$ cat src/rtl/xpu_vpu_pc_tn_vrf_vlsu_st_pack_if.sv
// xpu_vpu_pc_tn_vrf_vlsu_st_pack_if: issue-queue, VRF read-port and VLSU store-channel signals.
interface xpu_vpu_pc_tn_vrf_vlsu_st_pack_if #(
  parameter int LANE_VLEN = 128,
  parameter int VIS_WIDTH = 852,
  parameter int UID_WIDTH = 8
);
  logic                 iq_vrf_st_vld, vrf_iq_st_rdy, iq_vrf_st_op_last;
  logic [UID_WIDTH-1:0] iq_vrf_st_uid;
  logic [21:0]          iq_vrf_st_func;
  logic [1:0]           iq_vrf_st_vsew;
  logic [15:0]          iq_vrf_st_vmask;
  logic [4:0]           iq_vrf_st_vimm, iq_vrf_st_ele_len, iq_vrf_st_vstart_len;
  logic [63:0]          iq_vrf_st_src1;
  logic [3:0]           iq_vrf_st_src_mask;
  logic [4:0]           iq_vrf_st_vreg0, iq_vrf_st_vreg1, iq_vrf_st_vreg2, iq_vrf_st_vreg3;
  logic                 vrf_rd_req;
  logic [4:0]           vrf_rd_idx;
  logic [LANE_VLEN-1:0] vrf_rd_data;
  logic                 vrf_vlsu_st_vld, vlsu_vrf_st_rdy;
  logic [VIS_WIDTH-1:0] vrf_vlsu_st_info;
  logic [LANE_VLEN-1:0] vrf_vlsu_st_srcv0_data, vrf_vlsu_st_srcv1_data;
  logic [LANE_VLEN-1:0] vrf_vlsu_st_srcv2_data, vrf_vlsu_st_srcv3_data;
  modport slave (
    input  iq_vrf_st_vld, iq_vrf_st_uid, iq_vrf_st_func, iq_vrf_st_vsew, iq_vrf_st_vmask,
           iq_vrf_st_vimm, iq_vrf_st_ele_len, iq_vrf_st_vstart_len, iq_vrf_st_op_last,
           iq_vrf_st_src1, iq_vrf_st_src_mask, iq_vrf_st_vreg0, iq_vrf_st_vreg1,
           iq_vrf_st_vreg2, iq_vrf_st_vreg3, vrf_rd_data, vlsu_vrf_st_rdy,
    output vrf_iq_st_rdy, vrf_rd_req, vrf_rd_idx, vrf_vlsu_st_vld, vrf_vlsu_st_info,
           vrf_vlsu_st_srcv0_data, vrf_vlsu_st_srcv1_data, vrf_vlsu_st_srcv2_data,
           vrf_vlsu_st_srcv3_data
  );
  modport master (
    output iq_vrf_st_vld, iq_vrf_st_uid, iq_vrf_st_func, iq_vrf_st_vsew, iq_vrf_st_vmask,
           iq_vrf_st_vimm, iq_vrf_st_ele_len, iq_vrf_st_vstart_len, iq_vrf_st_op_last,
           iq_vrf_st_src1, iq_vrf_st_src_mask, iq_vrf_st_vreg0, iq_vrf_st_vreg1,
           iq_vrf_st_vreg2, iq_vrf_st_vreg3, vrf_rd_data, vlsu_vrf_st_rdy,
    input  vrf_iq_st_rdy, vrf_rd_req, vrf_rd_idx, vrf_vlsu_st_vld, vrf_vlsu_st_info,
           vrf_vlsu_st_srcv0_data, vrf_vlsu_st_srcv1_data, vrf_vlsu_st_srcv2_data,
           vrf_vlsu_st_srcv3_data
  );
endinterface

$ cat src/rtl/xpu_vpu_pc_tn_vrf_vlsu_st_pack.sv
// xpu_vpu_pc_tn_vrf_vlsu_st_pack: reads a store uop's source vregs and packs it for the VLSU.
// Define XPU_VPU_PC_TN_VLSU_ST_FLUSH_EN to add the rtu_vpu_flush port and flush path.
`ifndef XPU_VPU_PC_TN_VIS_UID
`define XPU_VPU_PC_TN_VIS_UID        7
`define XPU_VPU_PC_TN_VIS_FUNC       29
`define XPU_VPU_PC_TN_VIS_VSEW       31
`define XPU_VPU_PC_TN_VIS_SRCVM      47
`define XPU_VPU_PC_TN_VIS_VIMM       52
`define XPU_VPU_PC_TN_VIS_ELE_LEN    57
`define XPU_VPU_PC_TN_VIS_VSTART_LEN 62
`define XPU_VPU_PC_TN_VIS_OP_LAST    63
`define XPU_VPU_PC_TN_VIS_SRC1       127
`endif
module xpu_vpu_pc_tn_vrf_vlsu_st_pack #(
  parameter int LANE_VLEN = 128,
  parameter int VIS_WIDTH = 852,
  parameter int UID_WIDTH = 8,
  parameter int NUM_SRC   = 4
) (
  input logic cpuclk,
  input logic cpurst_b,
`ifdef XPU_VPU_PC_TN_VLSU_ST_FLUSH_EN
  input logic rtu_vpu_flush,
`endif
  xpu_vpu_pc_tn_vrf_vlsu_st_pack_if.slave st
);
  typedef enum logic [1:0] {IDLE, READ, DRAIN, OUT} st_e;
  st_e                                  r_st;
  logic                                 r_act, r_vld, r_rd_req, r_rtn_vld;
  logic [NUM_SRC-1:0]                   r_pend;
  logic [1:0]                           r_rd_slot, r_rtn_slot;
  logic [4:0]                           r_rd_idx;
  logic [NUM_SRC-1:0][4:0]              r_vreg;
  logic [NUM_SRC-1:0][LANE_VLEN-1:0]    r_data;
  logic [VIS_WIDTH-1:0]                 r_info, w_info;
  logic                                 w_flush, w_acc, w_hs;
  logic [NUM_SRC-1:0]                   w_mask, w_nxt;
  logic [1:0]                           w_slot;
  logic [NUM_SRC-1:0][4:0]              w_vreg;
`ifdef XPU_VPU_PC_TN_VLSU_ST_FLUSH_EN
  assign w_flush = rtu_vpu_flush;
`else
  assign w_flush = 1'b0;
`endif
  // r_act keeps rdy low while in reset and for the first cycle after release
  assign st.vrf_iq_st_rdy = r_act & ~w_flush & ((r_st == IDLE) | ((r_st == OUT) & st.vlsu_vrf_st_rdy));
  assign w_acc  = st.iq_vrf_st_vld & st.vrf_iq_st_rdy;
  assign w_hs   = r_vld & st.vlsu_vrf_st_rdy;
  assign w_vreg = {st.iq_vrf_st_vreg3, st.iq_vrf_st_vreg2, st.iq_vrf_st_vreg1, st.iq_vrf_st_vreg0};
  assign w_mask = w_acc ? st.iq_vrf_st_src_mask : r_pend;
  assign w_slot = w_mask[0] ? 2'd0 : w_mask[1] ? 2'd1 : w_mask[2] ? 2'd2 : 2'd3;
  assign w_nxt  = w_mask & ~(4'b1 << w_slot);
  always_comb begin
    w_info = '0;
    w_info[`XPU_VPU_PC_TN_VIS_UID -: UID_WIDTH] = st.iq_vrf_st_uid;
    w_info[`XPU_VPU_PC_TN_VIS_FUNC -: 22]       = st.iq_vrf_st_func;
    w_info[`XPU_VPU_PC_TN_VIS_VSEW -: 2]        = st.iq_vrf_st_vsew;
    w_info[`XPU_VPU_PC_TN_VIS_SRCVM -: 16]      = st.iq_vrf_st_vmask;
    w_info[`XPU_VPU_PC_TN_VIS_VIMM -: 5]        = st.iq_vrf_st_vimm;
    w_info[`XPU_VPU_PC_TN_VIS_ELE_LEN -: 5]     = st.iq_vrf_st_ele_len;
    w_info[`XPU_VPU_PC_TN_VIS_VSTART_LEN -: 5]  = st.iq_vrf_st_vstart_len;
    w_info[`XPU_VPU_PC_TN_VIS_OP_LAST]          = st.iq_vrf_st_op_last;
    w_info[`XPU_VPU_PC_TN_VIS_SRC1 -: 64]       = st.iq_vrf_st_src1;
  end
  always_ff @(posedge cpuclk or negedge cpurst_b)
    if (!cpurst_b) begin
      r_st       <= IDLE;
      r_act      <= 1'b0;
      r_vld      <= 1'b0;
      r_rd_req   <= 1'b0;
      r_rtn_vld  <= 1'b0;
      r_pend     <= '0;
      r_rd_slot  <= '0;
      r_rtn_slot <= '0;
      r_rd_idx   <= '0;
      r_vreg     <= '0;
      r_data     <= '0;
      r_info     <= '0;
    end else begin
      r_act      <= 1'b1;
      r_rtn_vld  <= r_rd_req & ~w_flush;
      r_rtn_slot <= r_rd_slot;
      if (r_rtn_vld && !w_flush) r_data[r_rtn_slot] <= st.vrf_rd_data;
      if (w_flush) begin
        r_st     <= IDLE;
        r_vld    <= 1'b0;
        r_rd_req <= 1'b0;
        r_pend   <= '0;
      end else if (w_acc) begin
        r_info    <= w_info;
        r_vreg    <= w_vreg;
        r_data    <= '0;
        r_vld     <= ~|st.iq_vrf_st_src_mask;
        r_st      <= |st.iq_vrf_st_src_mask ? READ : OUT;
        r_rd_req  <= |st.iq_vrf_st_src_mask;
        r_rd_idx  <= w_vreg[w_slot];
        r_rd_slot <= w_slot;
        r_pend    <= w_nxt;
      end else if (w_hs) begin
        r_st  <= IDLE;
        r_vld <= 1'b0;
      end else if (r_st == READ) begin
        r_rd_req  <= |r_pend;
        r_rd_idx  <= r_vreg[w_slot];
        r_rd_slot <= w_slot;
        r_pend    <= w_nxt;
        if (~|r_pend) r_st <= DRAIN;
      end else if (r_st == DRAIN) begin
        r_st  <= OUT;
        r_vld <= 1'b1;
      end
    end
  assign st.vrf_rd_req             = r_rd_req;
  assign st.vrf_rd_idx             = r_rd_idx;
  assign st.vrf_vlsu_st_vld        = r_vld;
  assign st.vrf_vlsu_st_info       = r_info;
  assign st.vrf_vlsu_st_srcv0_data = r_data[0];
  assign st.vrf_vlsu_st_srcv1_data = r_data[1];
  assign st.vrf_vlsu_st_srcv2_data = r_data[2];
  assign st.vrf_vlsu_st_srcv3_data = r_data[3];
endmodule

$ cat src/flat_wrapper.sv
// flat-port wrapper written by rule: the top's interface ports become plain ports
module xpu_vpu_pc_tn_vrf_vlsu_st_pack_flat 
#(
  parameter int LANE_VLEN = 128,
  parameter int VIS_WIDTH = 852,
  parameter int UID_WIDTH = 8,
  parameter int NUM_SRC   = 4
)
  (cpuclk, cpurst_b, st_iq_vrf_st_vld, st_iq_vrf_st_uid, st_iq_vrf_st_func, st_iq_vrf_st_vsew, st_iq_vrf_st_vmask, st_iq_vrf_st_vimm, st_iq_vrf_st_ele_len, st_iq_vrf_st_vstart_len, st_iq_vrf_st_op_last, st_iq_vrf_st_src1, st_iq_vrf_st_src_mask, st_iq_vrf_st_vreg0, st_iq_vrf_st_vreg1, st_iq_vrf_st_vreg2, st_iq_vrf_st_vreg3, st_vrf_rd_data, st_vlsu_vrf_st_rdy, st_vrf_iq_st_rdy, st_vrf_rd_req, st_vrf_rd_idx, st_vrf_vlsu_st_vld, st_vrf_vlsu_st_info, st_vrf_vlsu_st_srcv0_data, st_vrf_vlsu_st_srcv1_data, st_vrf_vlsu_st_srcv2_data, st_vrf_vlsu_st_srcv3_data);
  xpu_vpu_pc_tn_vrf_vlsu_st_pack_if #(.LANE_VLEN(LANE_VLEN), .VIS_WIDTH(VIS_WIDTH), .UID_WIDTH(UID_WIDTH)) st_i ();
  input logic cpuclk;
  input logic cpurst_b;
  input wire logic [$bits(st_i.iq_vrf_st_vld)-1:0] st_iq_vrf_st_vld;
  input wire logic [$bits(st_i.iq_vrf_st_uid)-1:0] st_iq_vrf_st_uid;
  input wire logic [$bits(st_i.iq_vrf_st_func)-1:0] st_iq_vrf_st_func;
  input wire logic [$bits(st_i.iq_vrf_st_vsew)-1:0] st_iq_vrf_st_vsew;
  input wire logic [$bits(st_i.iq_vrf_st_vmask)-1:0] st_iq_vrf_st_vmask;
  input wire logic [$bits(st_i.iq_vrf_st_vimm)-1:0] st_iq_vrf_st_vimm;
  input wire logic [$bits(st_i.iq_vrf_st_ele_len)-1:0] st_iq_vrf_st_ele_len;
  input wire logic [$bits(st_i.iq_vrf_st_vstart_len)-1:0] st_iq_vrf_st_vstart_len;
  input wire logic [$bits(st_i.iq_vrf_st_op_last)-1:0] st_iq_vrf_st_op_last;
  input wire logic [$bits(st_i.iq_vrf_st_src1)-1:0] st_iq_vrf_st_src1;
  input wire logic [$bits(st_i.iq_vrf_st_src_mask)-1:0] st_iq_vrf_st_src_mask;
  input wire logic [$bits(st_i.iq_vrf_st_vreg0)-1:0] st_iq_vrf_st_vreg0;
  input wire logic [$bits(st_i.iq_vrf_st_vreg1)-1:0] st_iq_vrf_st_vreg1;
  input wire logic [$bits(st_i.iq_vrf_st_vreg2)-1:0] st_iq_vrf_st_vreg2;
  input wire logic [$bits(st_i.iq_vrf_st_vreg3)-1:0] st_iq_vrf_st_vreg3;
  input wire logic [$bits(st_i.vrf_rd_data)-1:0] st_vrf_rd_data;
  input wire logic [$bits(st_i.vlsu_vrf_st_rdy)-1:0] st_vlsu_vrf_st_rdy;
  output wire logic [$bits(st_i.vrf_iq_st_rdy)-1:0] st_vrf_iq_st_rdy;
  output wire logic [$bits(st_i.vrf_rd_req)-1:0] st_vrf_rd_req;
  output wire logic [$bits(st_i.vrf_rd_idx)-1:0] st_vrf_rd_idx;
  output wire logic [$bits(st_i.vrf_vlsu_st_vld)-1:0] st_vrf_vlsu_st_vld;
  output wire logic [$bits(st_i.vrf_vlsu_st_info)-1:0] st_vrf_vlsu_st_info;
  output wire logic [$bits(st_i.vrf_vlsu_st_srcv0_data)-1:0] st_vrf_vlsu_st_srcv0_data;
  output wire logic [$bits(st_i.vrf_vlsu_st_srcv1_data)-1:0] st_vrf_vlsu_st_srcv1_data;
  output wire logic [$bits(st_i.vrf_vlsu_st_srcv2_data)-1:0] st_vrf_vlsu_st_srcv2_data;
  output wire logic [$bits(st_i.vrf_vlsu_st_srcv3_data)-1:0] st_vrf_vlsu_st_srcv3_data;
  assign st_i.iq_vrf_st_vld = st_iq_vrf_st_vld;
  assign st_i.iq_vrf_st_uid = st_iq_vrf_st_uid;
  assign st_i.iq_vrf_st_func = st_iq_vrf_st_func;
  assign st_i.iq_vrf_st_vsew = st_iq_vrf_st_vsew;
  assign st_i.iq_vrf_st_vmask = st_iq_vrf_st_vmask;
  assign st_i.iq_vrf_st_vimm = st_iq_vrf_st_vimm;
  assign st_i.iq_vrf_st_ele_len = st_iq_vrf_st_ele_len;
  assign st_i.iq_vrf_st_vstart_len = st_iq_vrf_st_vstart_len;
  assign st_i.iq_vrf_st_op_last = st_iq_vrf_st_op_last;
  assign st_i.iq_vrf_st_src1 = st_iq_vrf_st_src1;
  assign st_i.iq_vrf_st_src_mask = st_iq_vrf_st_src_mask;
  assign st_i.iq_vrf_st_vreg0 = st_iq_vrf_st_vreg0;
  assign st_i.iq_vrf_st_vreg1 = st_iq_vrf_st_vreg1;
  assign st_i.iq_vrf_st_vreg2 = st_iq_vrf_st_vreg2;
  assign st_i.iq_vrf_st_vreg3 = st_iq_vrf_st_vreg3;
  assign st_i.vrf_rd_data = st_vrf_rd_data;
  assign st_i.vlsu_vrf_st_rdy = st_vlsu_vrf_st_rdy;
  assign st_vrf_iq_st_rdy = st_i.vrf_iq_st_rdy;
  assign st_vrf_rd_req = st_i.vrf_rd_req;
  assign st_vrf_rd_idx = st_i.vrf_rd_idx;
  assign st_vrf_vlsu_st_vld = st_i.vrf_vlsu_st_vld;
  assign st_vrf_vlsu_st_info = st_i.vrf_vlsu_st_info;
  assign st_vrf_vlsu_st_srcv0_data = st_i.vrf_vlsu_st_srcv0_data;
  assign st_vrf_vlsu_st_srcv1_data = st_i.vrf_vlsu_st_srcv1_data;
  assign st_vrf_vlsu_st_srcv2_data = st_i.vrf_vlsu_st_srcv2_data;
  assign st_vrf_vlsu_st_srcv3_data = st_i.vrf_vlsu_st_srcv3_data;
  xpu_vpu_pc_tn_vrf_vlsu_st_pack #(.LANE_VLEN(LANE_VLEN), .VIS_WIDTH(VIS_WIDTH), .UID_WIDTH(UID_WIDTH), .NUM_SRC(NUM_SRC)) u_core (.cpuclk(cpuclk), .cpurst_b(cpurst_b), .st(st_i));
endmodule
$ cat config.mk
export PLATFORM = sky130hd
export DESIGN_NAME = xpu_vpu_pc_tn_vrf_vlsu_st_pack_flat
export DESIGN_NICKNAME = d
export VERILOG_FILES = /design/src/rtl/xpu_vpu_pc_tn_vrf_vlsu_st_pack_if.sv /design/src/rtl/xpu_vpu_pc_tn_vrf_vlsu_st_pack.sv /design/src/flat_wrapper.sv
export SDC_FILE = /design/constraint.sdc
export NUM_CORES = 1
export LEC_CHECK = 0
export CAP_MARGIN = 5
export CORE_AREA = 3 3 646 648
export CTS_CLUSTER_SIZE = 25
export DETAILED_ROUTE_END_ITERATION = 12
export DIE_AREA = 0 0 649 651
export HOLD_SLACK_MARGIN = 0.1
export PLACE_DENSITY = 0.3
export SKIP_CTS_REPAIR_TIMING = 1
export SLEW_MARGIN = 0
export SYNTH_ARGS = -nofsm -noshare
export SYNTH_HDL_FRONTEND = slang
export SYNTH_SLANG_ARGS = --single-unit
$ cat constraint.sdc
create_clock -name cpuclk -period 2.7 [get_ports cpuclk]
set_input_delay 0.675 -clock cpuclk [delete_from_list [all_inputs] [get_ports cpuclk]]
set_output_delay 0.675 -clock cpuclk [all_outputs]
set_load 0.02 [all_outputs]
=== Word level (Yosys, flattened, before mapping) ===
Index checks and enable logic that the tools add are counted.

* Register bits: 679
* Input port bits: 284
* Output and inout port bits: 1372
* Logic and storage cells: 82

* Magnitude comparators: 3
* Eq/ne operators: 6
* Shift-type cells: 1
* Multiplexer cells: 35
* Bitwise gates (word level): 7
* Reductions and logical operators: 12

{| class="wikitable"
|+ Operator list
! operator !! count
|-
| $mux 512 || 2
|-
| $bwmux 512 || 1
|-
| $demux 128 s2 || 1
|-
| $mux 128 || 1
|-
| $mux 5 || 5
|-
| $mux 2 || 11
|-
| $bmux 5 s2 || 2
|-
| $mux 4 || 4
|-
| $mux 1 || 8
|-
| $reduce_or 4->1 || 2
|-
| $lt 2x3->1 const B || 2
|-
| $reduce_and 2->1 || 3
|-
| $and 1x1->1 || 4
|-
| $and 4x4->4 || 1
|-
| $eq 2x2->1 const B || 2
|-
| $ne 4x2->1 const B || 1
|-
| $not 4->4 || 1
|-
| $reduce_bool 2->1 || 2
|-
| $reduce_bool 4->1 || 1
|-
| $shl 1x2->4 const A || 1
|-
| $ne 3x1->1 const B || 1
|-
| $reduce_bool 3->1 || 1
|-
| $eq 2x1->1 const B || 1
|-
| $ge 2x1->1 const B || 1
|-
| other kinds (5) || 5
|}

=== Depth between registers and ports, before layout ===
Gate-level depths: netlist (run 1).

* Depth after elaboration: 15
* Depth in mapped cells: 9
* Gate-level depth less buffers: 7

=== Worst setup path before layout (run 1) ===
OpenSTA, ideal clock, no wires.

* Kind: input to output
* Start point: input st_vlsu_vrf_st_rdy
* End point: output st_vrf_iq_st_rdy
* Data arrival time: 1.107 ns
* Data required time: 2.025 ns
* Path slack: 0.918 ns
* Stages: 2
* Buffers on the path: 0
* Path through: a21o_2 and2_1

* Word-level cells in the longest chain between the ends: 3

{| class="wikitable"
|+ Ends and longest elaborated chain
! element !! RTL line !! source
|-
| from (decl) || flat_wrapper.sv:29 || <nowiki>input wire logic [$bits(st_i.vlsu_vrf_st_rdy)-1:0] st_vlsu_vrf_st_rdy;</nowiki>
|-
| $and 1x1->1 || xpu_vpu_pc_tn_vrf_vlsu_st_pack.sv:46 || <nowiki>assign st.vrf_iq_st_rdy = r_act & ~w_flush & ((r_st == IDLE) | ((r_st == OUT) & st.vlsu_vrf_st_rdy));</nowiki>
|-
| $or 1x1->1 || xpu_vpu_pc_tn_vrf_vlsu_st_pack.sv:46 ||
|-
| $and 1x1->1 || xpu_vpu_pc_tn_vrf_vlsu_st_pack.sv:46 ||
|-
| to (decl) || flat_wrapper.sv:30 || <nowiki>output wire logic [$bits(st_i.vrf_iq_st_rdy)-1:0] st_vrf_iq_st_rdy;</nowiki>
|}

Every way passes these cells.

=== Worst setup path after layout (run 1) ===
* Start point: register u_core.r_st[0]
* End point: output st_vrf_iq_st_rdy

* Word-level cells in the longest chain between the ends: 4
* Elaborated cells between the ends (all ways): 5
* Classes of those cells: eq/ne (1); bitwise (3); reduce/logical (1)

{| class="wikitable"
|+ Ends and longest elaborated chain
! element !! RTL line !! source
|-
| from (decl) || xpu_vpu_pc_tn_vrf_vlsu_st_pack.sv:28 || <nowiki>st_e r_st;</nowiki>
|-
| from (signal assigned) || xpu_vpu_pc_tn_vrf_vlsu_st_pack.sv:94 || <nowiki>r_st <= |st.iq_vrf_st_src_mask ? READ : OUT;</nowiki>
|-
| $eq 2x2->1 || xpu_vpu_pc_tn_vrf_vlsu_st_pack.sv:46 ||
|-
| $and 1x1->1 || xpu_vpu_pc_tn_vrf_vlsu_st_pack.sv:46 ||
|-
| $or 1x1->1 (*) || xpu_vpu_pc_tn_vrf_vlsu_st_pack.sv:46 ||
|-
| $and 1x1->1 (*) || xpu_vpu_pc_tn_vrf_vlsu_st_pack.sv:46 ||
|}

Mark *: on every way between the ends. The rest lies on a longest branch, timed or not.

==> results_dict.tcl, run 1 <==
set metrics [dict create \
    status "finished clean" \
    avgSynthCellArea_um2 8.77 \
    intPower_mw 33.0 \
    critPathLaunch "u_core.r_st[0]" \
    clk_pin_slew_ps 60 \
    die-area_um2 422000 \
    syn-cell-area_um2 32600 \
    final_layout_size_suffix_gt1_share_pct 8.44 \
    hp-class "flip-flop to flip-flop" \
    swShare_pct 43.7 \
    start_kind "flip-flop" \
    syn_inst 3713 \
    num_vias 26900 \
    finalCriticalPeriod_ps 2660 \
    route.detailed.wl_per_inst_um 20.8 \
    grt_use_met3_pct 4.11 \
    finalSetupViolations 0 \
    port_buffers 931 \
    routed_wl_um 213000 \
    fmax_mhz 375 \
    std_cell_rows 236 \
    rsz0062_at_grt "true" \
    critPathTopFamily "flip-flops" \
    ys_seq_elements 679 \
    finalHoldViolCount 0 \
    cp.arrival_ps 1990 \
    grt_use_met2_pct 17.1 \
    synth_edf_count 0 \
    crit_path_end "st_vrf_iq_st_rdy" \
    clock_path_buffers 4 \
    cts_tree "built" \
    antenna_found_initial 47 \
    slew_headroom_pct 23.2 \
    setup.worst_path.end_class "output port" \
    root_buffer "clkbuf_16" \
    grt_overflow 0 \
    crit_fanout 5 \
    numCtsBuffers 105 \
    clock_power_share_pct 24.9 \
    grt_first_pass_wirelength_um 274000 \
    ir_worst_vdd_mv 0.568 \
    p_switching_mw 25.7 \
    p_leak_nw 22.7 \
    ff2ff_path_depth 5 \
    cap_violations 0 \
    worstSetupPathType "flip-flop to output port" \
    clock_sinks 679 \
    slew_violations 0 \
    seqCellArea_um2 17000 \
    powerDensity_nw_per_um2 1170 \
    period_share_pct 98.7 \
    dp_cells 10000 \
    multiInputGateArea_um2 11600 \
    hpwl_um 165000 \
    synth.distinct_cells 41 \
    drt_first_iter_violations 1365 \
    tightest_slew_ps 1150 \
    synth-main-ff-cell "dfrtp_1" \
    ctsHtreeMaxLevel 3 \
    power_mw 58.7 \
    pwr-share-seq_pct 28.9 \
    reg2reg_from "u_core.r_rtn_slot[1]" \
    pin_count 1656 \
    final_util_pct 12.2 \
    r2r-end "u_core.st.vrf_vlsu_st_srcv2_data[105]" \
    dr.pass1.iters 5 \
    required_ps 2030 \
    fp.dieW_um 649 \
    post_drt_via_cell_ratio 2.62 \
    nets 4966 \
    grt_pass1_vias 27200 \
    reg2reg_slack_ps 490 \
    path_buf_inv 2 \
    grt_usage_pct 9.62 \
    clk_latency_ps 880 \
    combPwrFrac_pct 46.3 \
    antenna_left 0 \
    grt.busiest_layer "met2" \
    met1_usage_pct 10.6 \
    die_h_um 651 \
    syn2layout_area_growth_pct 53.9 \
    critPathSlowestCell "dfrtp_1" \
    worst-path-stages 5 \
    place_congestion 0.765 \
    n_fill_cell 47400 \
    async_flop_share_pct 100 \
    final_cells 10200 \
    crit_chain "inv_2 > ha_4 > a21o_4 > and2_4 > buf_12" \
    drc 0 \
    core_um2 413000 \
    initial_core_util_pct 7.90 \
    synth_warnings 0 \
    grt_start_max_net_pins 108 \
    crit_path_max_incr_delay_ps 400 \
    fin_worst_skew_ps 115 \
    ys_seq_area_share_pct 52.2 \
]
[metrics by stage]
step                      hold slack (ps)  setup TNS, ps  area (um^2)  worst slack, ps
after floorplan                       354              0        35300              918
after global placement                373          -2.07        46200            -1.53
after detailed placement              386          -49.8        46200            -10.2
after CTS                            -304         -12660        49800             -308
after global routing                  294           -111        50100             -111
final                                 333              0        50100             36.4
[cells in the mapped netlist, types with 5 or more instances]
cell	instances	area share (%)
a21oi_1	522	8.0
a32o_1	5	0.15
buf_1	10	0.12
buf_2	79	1.2
buf_4	746	17
buf_6	39	1.3
clkbuf_1	60	0.69
dfrtp_1	679	52
inv_1	9	0.10
mux2_2	5	0.17
mux2i_1	5	0.15
nand2_1	1468	17
nand3_1	9	0.14
nor2_1	5	0.058
o21ai_0	23	0.35
[layout by cell type (no fill, tap or decap), types with 4 or more instances in the layout]
cell             netlist  routed
a32o_1                 5       5
mux2i_1                5       5
inv_6                  0       6
nand2_1             1468    1467
clkbuf_8               2      24
clkinvlp_4             0       7
clkbuf_1              60      19
nand2b_1               4       4
clkdlybuf4s50_1        0     746
clkbuf_16              0     105
a21oi_1              522     522
buf_4                746     160
o21ai_0               23      23
nor2_1                 5       4
diode_2                0      16
bufinv_16              0      10
buf_12                 0      50
dlymetal6s2s_1         0     110
dfrtp_1              679     679
mux2_2                 5       5
nand3_1                9       8
clkinv_2               0       9
inv_1                  9       7
conb_1                 2     725
[layer usage]
layer	routed length [um]	part of all wire, %
met4	4650	2.2
met1	80000	38
met5	24	0.011
met3	21300	10
met2	107000	50
[registers in the layout (all words and copies together) (netlist names)]
name	flops
u_core.r_st	2
u_core.r_act	1
u_core.st.vrf_vlsu_st_srcv2_data	128
u_core.st.vrf_rd_req	1
u_core.r_rd_slot	2
u_core.r_rtn_vld	1
u_core.r_pend	4
u_core.r_vreg	20
u_core.st.vrf_vlsu_st_srcv1_data	128
u_core.st.vrf_vlsu_st_info	128
u_core.r_rtn_slot	2
u_core.st.vrf_vlsu_st_srcv3_data	128
u_core.st.vrf_vlsu_st_srcv0_data	128
u_core.st.vrf_rd_idx	5
u_core.st.vrf_vlsu_st_vld	1
[power groups by stage]
stage / sequential [mW] / combinational (mW) / clock, mW
floorplan: 21.2 / 8.62 / 0
global placement: 17.1 / 28.3 / 0
detailed placement: 17.2 / 28.3 / 0
CTS: 17.1 / 28.4 / 15.5
global route: 17.5 / 29.6 / 15.7
finish: 17.0 / 27.2 / 14.6
[worst reg2reg max path, stage by stage, from the launching register on]
cell	delay (ps)
dfrtp_1	850
and3b_4	370
buf_12	310
buf_4	370
nand2_1	80
a21oi_1	140
[kinds of logic after synthesis]
logic type               after synthesis  share of synthesized area [%]
AND/OR/NAND/NOR                     1507                           17.7
multiplexers                          10                          0.327
adder cells (fa/ha/maj)                4                          0.154
AO/OA/AOI/OAI                        566                           8.92
flip-flops                           679                           52.2
buffers and inverters                945                           20.8
other                                  2                         0.0231
[cell type report]
cell class	count	share of cell area, %
multi-input combinational	2812	23.1
clock buffer	148	6.04
inverter	9	0.0674
clock inverter	35	1.01
antenna	16	0.0799
timing repair buffer	1071	22.1
tap	5474	13.7
sequential	679	33.9
[worst min path at each step]
stage	start	endpoint	slack [ps]	depth (start not counted)
after floorplan	u_core.r_rd_slot[1]	u_core.r_rtn_slot[1]	350	0
after global placement	u_core.r_rd_slot[1]	u_core.r_rtn_slot[1]	370	0
after detailed placement	u_core.r_rd_slot[1]	u_core.r_rtn_slot[1]	390	0
after CTS	cpurst_b	u_core.st.vrf_vlsu_st_srcv0_data[33]	-300	1
after global routing	u_core.r_rd_slot[1]	u_core.r_rtn_slot[1]	290	0
final	u_core.r_rd_slot[1]	u_core.r_rtn_slot[1]	330	0
Note: power is estimated with default switching activity, not from simulation.
==> inputs of run 2 (changes only) <==
- CORE_AREA: 3 3 646 648 -> 3 3 649 651
- DIE_AREA: 0 0 649 651 -> 0 0 652 654
- clock period: 2.7 -> 2.6 ns (I/O delays scaled with it)
==> results_dict.tcl, run 2 (synthesized netlist as in run 1, its figures left out) <==
set metrics [dict create \
    grt_first_pass_wirelength_um 263000 \
    final_common_cell "nand2_1" \
    crit_fanout 3 \
    crit_path_max_incr_delay_ps 400 \
    pwr-share-seq_pct 29.8 \
    dpl_cell_area_um2 46800 \
    die_h_um 654 \
    hpwl_um 160000 \
    required_ps 1950 \
    worstHoldEndpoint "u_core.st.vrf_vlsu_st_info[19]" \
    fin_ws_ps 12.0 \
    critPathSlowestCell "dfrtp_1" \
    cts_tree "built" \
    period_share_pct 99.5 \
    p_switching_mw 25.9 \
    n_fill_cell 47800 \
    root_buffer "clkbuf_16" \
    min-delay-start "st_iq_vrf_st_func[11]" \
    critPathTopFamily "flip-flops" \
    std_cell_rows 237 \
    ctsHtreeMaxLevel 3 \
    ff2ff_path_depth 4 \
    grt_usage_pct 9.10 \
    grt_start_max_net_pins 92 \
    clock_path_buffers 4 \
    fp.dieW_um 652 \
    routed_wl_um 205000 \
    clk_pin_slew_ps 50 \
    fin_area_um2 50700 \
    fin_hold_ws_ps 371 \
    grt_overflow 0 \
    dr.pass1.iters 5 \
    start_kind "flip-flop" \
    crit_chain "inv_2 > ha_4 > a21o_4 > and2_4 > buf_6" \
    drt_first_iter_violations 1657 \
    cap_violations 0 \
    tightest_slew_ps 1040 \
    num_vias 27100 \
    antenna_left 0 \
    nets 5015 \
    setup.worst_path.end_class "output port" \
    drc 0 \
    syn2layout_area_growth_pct 55.6 \
    pin_count 1656 \
    path_buf_inv 2 \
    cp.arrival_ps 1940 \
    min_path_cells 3 \
    slew_headroom_pct 30.8 \
    reg2reg_from "u_core.r_rtn_slot[1]" \
    place_ws_ps -229 \
    hp-class "input port to flip-flop" \
    initial_core_util_pct 7.83 \
    fin_worst_skew_ps 56.3 \
    r2r-end "u_core.st.vrf_vlsu_st_srcv3_data[59]" \
    powerDensity_nw_per_um2 1180 \
    final_util_pct 12.2 \
    place_congestion 0.804 \
    port_buffers 931 \
    p_leak_nw 23.9 \
    intPower_mw 33.8 \
    final_layout_size_suffix_gt1_share_pct 8.48 \
    grt_pass1_vias 27600 \
    clk_latency_ps 820 \
    finalHoldViolCount 0 \
    clock_power_share_pct 23.7 \
    finalCriticalPeriod_ps 2590 \
    die-area_um2 426000 \
    worst-path-stages 5 \
    post_drt_via_cell_ratio 2.63 \
    slew_violations 0 \
    antenna_found_initial 40 \
    status "finished clean" \
    route.detailed.wl_per_inst_um 19.8 \
    reg2reg_slack_ps 290 \
    core_um2 416000 \
    power_mw 59.7 \
    rsz0062_at_grt "true" \
    final_cell_mix "1467 x nand2_1, 725 x conb_1, 696 x clkdlybuf4s50_1" \
    combPwrFrac_pct 46.5 \
    swShare_pct 43.4 \
    finalSetupViolations 0 \
    ir_worst_vdd_mv 0.563 \
    clock_sinks 679 \
    fmax_mhz 386 \
    numCtsBuffers 102 \
    worstSetupPathType "flip-flop to output port" \
]
## run 2: cell types whose count changed in the layout (fill, tap and decap cells not counted), moves of 4 or more
cell / previous run / this run
buf_12: 50 / 56
buf_4: 160 / 175
bufinv_16: 10 / 6
clkbuf_1: 19 / 24
clkdlybuf4s50_1: 746 / 696
clkinv_4: 1 / 5
dlymetal6s2s_1: 110 / 193
inv_6: 6 / 2
## run 2: cell type report
class | instances | area (um^2) | area share (%)
Timing Repair Buffer | 1123 | 11900 | 23.4
Clock inverter | 29 | 358 | 0.706
Tap cell | 5497 | 6880 | 13.6
Multi-Input combinational cell | 2812 | 11600 | 22.9
Antenna cell | 14 | 35.0 | 0.0691
Clock buffer | 147 | 2930 | 5.78
Sequential cell | 679 | 17000 | 33.5
Inverter | 9 | 33.8 | 0.0667
## run 2: worst max-delay path by stage
stage / end / from / slack (ps)
floorplan: st_vrf_iq_st_rdy / st_vlsu_vrf_st_rdy / 870
global route: st_vrf_iq_st_rdy / u_core.r_st[1] / -150
finish: st_vrf_iq_st_rdy / u_core.r_st[1] / 10
global placement: st_vrf_iq_st_rdy / st_vlsu_vrf_st_rdy / -230
CTS: st_vrf_iq_st_rdy / u_core.r_st[1] / -700
detailed placement: st_vrf_iq_st_rdy / st_vlsu_vrf_st_rdy / -230
## run 2: worst reg2reg max path, cell delays in order, from the launching register on
cell     delay, ps
dfrtp_1        840
and3_4         610
buf_12         380
nand2_1        200
a21oi_1        160
## run 2: through the flow
step / setup TNS [ps] / std cells
2_1_floorplan: 0 / 4436
3_3_place_gp: -51500 / 10100
3_5_place_dp: -45290 / 10100
4_1_cts: -16140 / 10300
5_1_grt: -151 / 10300
6_report: 0 / 10300
## run 2: layer usage
metal | wire (um) | up-vias | track usage, %
met2 | 101000 | 1115 | 15.8
met3 | 16200 | 221 | 2.97
li1 | - | 12300 | -
met5 | 46 | - | 0
met4 | 7600 | 6 | 3.09
met1 | 80000 | 13500 | 10.4
## run 2: power by group through the flow
stage / registers (mW) / logic, mW / clock network, mW
floorplan: 22.0 / 8.95 / 0
global placement: 18.0 / 28.8 / 0
detailed placement: 18.1 / 28.7 / 0
CTS: 18.0 / 28.8 / 14.9
global route: 18.4 / 30.0 / 15.3
finish: 17.8 / 27.7 / 14.1
